==> src/rtl/bin_to_bcd_seq.sv <==
// rtl/bin_to_bcd_seq.sv - sequential double-dabble binary to packed BCD converter
//
// Converts one unsigned binary word to DIGITS packed BCD digits, one bit per clock.
// Ports:
//   clk, rst             rising-edge clock, asynchronous active-high reset
//   in_valid, in_ready   input handshake; bin is sampled on the accept edge
//   bin [BIN_W-1:0]      unsigned binary value
//   out_valid, out_ready output handshake; bcd/ovf held while out_valid is high
//   bcd [4*DIGITS-1:0]   packed BCD, digit 0 in [3:0], value mod 10^DIGITS
//   ovf                  input value was >= 10^DIGITS

module bin_to_bcd_seq #(
    parameter int DIGITS = 2,
    parameter int BIN_W  = 7
) (
    input  logic                  clk,
    input  logic                  rst,
    input  logic                  in_valid,
    output logic                  in_ready,
    input  logic [BIN_W-1:0]      bin,
    output logic                  out_valid,
    input  logic                  out_ready,
    output logic [4*DIGITS-1:0]   bcd,
    output logic                  ovf
);

    localparam int ACC_W = 4 * DIGITS;
    localparam int CW    = $clog2(BIN_W + 1);
    // Wide enough to hold both the input and 10^DIGITS-1 without truncation.
    localparam int CMP_W = (BIN_W > ACC_W + 1) ? BIN_W : ACC_W + 1;

    function automatic int pow10(input int n);
        int r;
        r = 1;
        for (int i = 0; i < n; i++) r = r * 10;
        return r;
    endfunction

    localparam logic [CMP_W-1:0] MAX_DEC    = CMP_W'(pow10(DIGITS) - 1);
    localparam logic [CW-1:0]    COUNT_INIT = CW'(BIN_W);

    typedef enum logic [1:0] {
        IDLE  = 2'd0,
        SHIFT = 2'd1,
        DONE  = 2'd2
    } state_t;

    state_t             state;
    logic [BIN_W-1:0]   shreg;
    logic [ACC_W-1:0]   acc;
    logic [CW-1:0]      count;
    logic               ovf_next;

    logic [ACC_W-1:0]   acc_adj;
    logic [ACC_W-1:0]   acc_shifted;
    logic [CMP_W-1:0]   bin_ext;

    assign bin_ext = CMP_W'(bin);

    // Add-3 correction on every digit from the pre-edge accumulator, in parallel.
    always_comb begin
        acc_adj = '0;
        for (int i = 0; i < DIGITS; i++) begin
            if (acc[4*i +: 4] >= 4'd5)
                acc_adj[4*i +: 4] = acc[4*i +: 4] + 4'd3;
            else
                acc_adj[4*i +: 4] = acc[4*i +: 4];
        end
    end

    // Shift {acc, shreg} left; whatever leaves the top digit is dropped,
    // which yields the mod 10^DIGITS wrap.
    assign acc_shifted = {acc_adj[ACC_W-2:0], shreg[BIN_W-1]};

    always_ff @(posedge clk or posedge rst) begin
        if (rst) begin
            state     <= IDLE;
            in_ready  <= 1'b1;
            out_valid <= 1'b0;
            bcd       <= '0;
            ovf       <= 1'b0;
            shreg     <= '0;
            acc       <= '0;
            count     <= '0;
            ovf_next  <= 1'b0;
        end else begin
            case (state)
                IDLE: begin
                    if (in_valid) begin
                        shreg    <= bin;
                        acc      <= '0;
                        count    <= COUNT_INIT;
                        ovf_next <= (bin_ext > MAX_DEC);
                        in_ready <= 1'b0;
                        state    <= SHIFT;
                    end
                end
                SHIFT: begin
                    acc   <= acc_shifted;
                    shreg <= shreg << 1;
                    count <= count - CW'(1);
                    if (count == CW'(1)) begin
                        bcd       <= acc_shifted;
                        ovf       <= ovf_next;
                        out_valid <= 1'b1;
                        state     <= DONE;
                    end
                end
                DONE: begin
                    if (out_ready) begin
                        out_valid <= 1'b0;
                        in_ready  <= 1'b1;
                        state     <= IDLE;
                    end
                end
                default: begin
                    state     <= IDLE;
                    in_ready  <= 1'b1;
                    out_valid <= 1'b0;
                end
            endcase
        end
    end

endmodule

==> config.mk <==
export PLATFORM = sky130hd
export DESIGN_NAME = bin_to_bcd_seq
export DESIGN_NICKNAME = d
export VERILOG_FILES = /design/src/rtl/bin_to_bcd_seq.sv
export SDC_FILE = /design/constraint.sdc
export NUM_CORES = 1
export LEC_CHECK = 0
export CAP_MARGIN = 30
export CELL_PAD_IN_SITES_DETAIL_PLACEMENT = 1
export CELL_PAD_IN_SITES_GLOBAL_PLACEMENT = 2
export CORE_AREA = 3 3 70 72
export CTS_CLUSTER_DIAMETER = 150
export DETAILED_ROUTE_END_ITERATION = 16
export DIE_AREA = 0 0 73 75
export HOLD_SLACK_MARGIN = 0.05
export PLACE_DENSITY_LB_ADDON = 0.1
export SLEW_MARGIN = 20
export SYNTH_ARGS = -nofsm -noshare
export SYNTH_HDL_FRONTEND = slang
export SYNTH_SLANG_ARGS = --single-unit
==> constraint.sdc <==
create_clock -name clk -period 4.1 [get_ports clk]
set_input_delay 0.41 -clock clk [delete_from_list [all_inputs] [get_ports clk]]
set_output_delay 0.41 -clock clk [all_outputs]
set_load 0.01 [all_outputs]
==> results.md <==
* Core Region at 4354 sq um
* Slew @ Worst Pin at 0.8303 ns
* Crit path time final at 1.776 ns
* Final Max Slew Viols at 0
* Starting Density at 35.23%
* Cell count after synthesis at 150
* Worst-path clk slew at 0.07 ns
* Fin. Hold Viols at 0
* Worst Path Required at 4.28 ns
* Post-DP HPWL at 2366 um
* Fill cells at 514
* Grt ovf at 0
* Die Ht at 75 um
* CP endpoint kind: flip-flop
* Post-synthesis sequential area ratio at 52.28%
* Leakage at 0.0008464 uW
* Setup CP Type: flip-flop to flip-flop
* Final setup viols at 0
* Synthesis-to-layout area growth at 20.39%
* Worst Setup Start Kind: flip-flop
* TNS Setup at 0 ns
* IO Port Bufs at 21
* GRT Total Usage at 13.17%
* Max-cap violations at 0
* Worst R2R Path Depth at 6
* # H-tree levels at 2
* Highest clock rate at 563.0 MHz
* Post-CTS Hold Fix Bufs at 0
* Fin Hold WS at 0.4811 ns
* Vias in the first global route at 1,229
* Skew final at 0.005203 ns
* Most common cell after layout, fill and taps aside: dfrtp_1
* Diode count at 0
* Hold endpoint: shreg[5]$_DFFE_PP0P_
* Crit Reg-Reg Endpoint: acc[2]$_DFFE_PP0P_
* Seq. cell area at 802.0 sq um
* Commonest cells after routing, fill and taps aside: dfrtp_1 (31), nand2_1 (28), o21ai_0 (23), clkdlybuf4s50_1 (21)
* Clock sink count at 32
* CP max FO at 5
* Hold path depth at 2
* Post-synthesis cell area at 1534 sq um
* Number of nets in the layout at 190
* Clock buffer count from CTS at 5
* Register-to-register setup slack at 2.32 ns
* First-pass GRT wire length at 5464 um
* Post-Synthesis Net Count at 167
* DR vias at 1,138
* Area of the multi-input gates at 658.1 sq um
* Tcrit/Tclk final at 43.32%
* Maximum root-to-sink buffer count at 2
* WL/cell at 14.55 um
* IO Pins at 22
* Worst-Skew Late Latency at 0.27 ns
* Die area at 5475 sq um
* Syn Area/Cell at 10.23 sq um
* FF+latch count, synth at 32
* Final GP Congestion at 0.7422
* Root buffer cell: clkbuf_8
* Post-CTS setup buffer count at 0
* FF-to-FF Start: acc[0]$_DFFE_PP0P_
* DRT Wirelength at 3273 um
* Largest net degree at the start of global routing at 33
* WP data arrival at 1.96 ns
* Rows at 24
* Post-cts repair resize count at 0
* CTS tree: built
* Max VDD drop at 353.1 uV
* Slew headroom at 44.61%
* RSZ-0062 raised after global routing: no
* Hold_sp: shreg[5]$_DFFE_PP0P_
* Pwr Total at 1417 uW
* Initial antenna violation count at 0
* Status: finished clean
* Die Width at 73 um
* Pwr dens at 767.5 nW/um^2
* Hold Crit Class: flip-flop to flip-flop
* Post-DRT Antenna Nets at 0
* Via/cell ratio at 5.058
* Synth warn at 0
* # DRC at 0
* Cell variety after synth at 30
* Initial drt markers at 59
* Detailed Routing Iterations Pass 1 at 4
* Share of cells above drive strength 1 at 8.671%
## flip-flops by register name, indices dropped and copies added (netlist names)
| register | flops |
|---|---|
| state | 2 |
| in_ready | 1 |
| acc | 8 |
| ovf | 1 |
| shreg | 7 |
| out_valid | 1 |
| bcd | 8 |
| count | 3 |
| ovf_next | 1 |
## per-stage QoR
stage          cell area, sq um  utilization (%)  setup slack (ns)  instances
6_report                   1847            42.41             2.324        225
5_1_grt                    1847            42.41             2.187        225
4_1_cts                    1847            42.41             2.324        225
3_5_place_dp               1769            40.63             2.116        218
3_3_place_gp               1769            40.63             2.189        218
2_1_floorplan              1534                -             2.572        150
## worst max-delay path: stages, from the launching register on
cell and delay, ns:
dfrtp_1 0.42, inv_1 0.11, ha_1 0.25, nand2b_1 0.09
a21oi_1 0.27, mux2_2 0.40, o21ai_0 0.15
## cell usage after synthesis, drive strengths merged
master  count  area share (%)
o311ai      1            0.57
o21bai      1            0.73
o21ai      25             8.2
nor3b       3             1.5
nand3       2            0.65
mux2i       6             3.9
dfstp       1             1.7
inv         7             1.7
mux2        4             3.4
a22o        1            0.57
nor2b       3             1.7
nor3        2            0.65
a22oi       1            0.49
xnor2       2             1.1
nand2      29             7.6
dfrtp      31              51
buf         6             3.1
a21oi       7             2.3
nor2        4            0.98
and2b       1            0.49
nand2b      4             1.6
o22a        1            0.57
o31ai       2            0.98
ha          6             4.9
## power breakdown
group	internal (uW)	switching, uW	leakage (uW)
combinational	298	329	0.000404
clock	115	110	0.0000410
sequential	458	108	0.000402
total	871	546	0.000846
## kinds of logic (layout without fill, tap and decap cells)
kind of cell	Yosys count	after routing	synth area share, %
buffers and inverters	13	36	4.812
XOR/XNOR	2	2	1.142
AO/OA/AOI/OAI	39	39	14.36
AND/OR/NAND/NOR	48	48	15.17
adder cells (fa/ha/maj)	6	6	4.894
multiplexers	10	10	7.341
flip-flops	32	32	52.28
## final cells by class
class	instances	area share (%)
Clock buffer	6	3.930
Clock inverter	1	0.2710
Inverter	7	1.423
Multi-Input combinational cell	105	35.64
Sequential cell	32	43.43
Tap cell	52	3.523
Timing Repair Buffer	22	11.79
## how the worst max path moves through the flow
stage,from,end,slack [ns],cells after the start
global placement,in_valid,shreg[6]$_DFFE_PP0P_,2.19,3
detailed placement,in_valid,shreg[3]$_DFFE_PP0P_,2.12,3
CTS,acc[0]$_DFFE_PP0P_,acc[2]$_DFFE_PP0P_,2.32,6
global route,acc[0]$_DFFE_PP0P_,acc[2]$_DFFE_PP0P_,2.19,6
floorplan,acc[0]$_DFFE_PP0P_,acc[2]$_DFFE_PP0P_,2.57,6
finish,acc[0]$_DFFE_PP0P_,acc[2]$_DFFE_PP0P_,2.32,6
## metal layers
metal  GRT usage [%]  part of all wire, %
met5               0                    0
met4           3.689                 0.73
met3           3.338                  3.5
met2           22.94                   50
met1           16.18                   45
No activity file was read; power rests on OpenSTA's default activity.
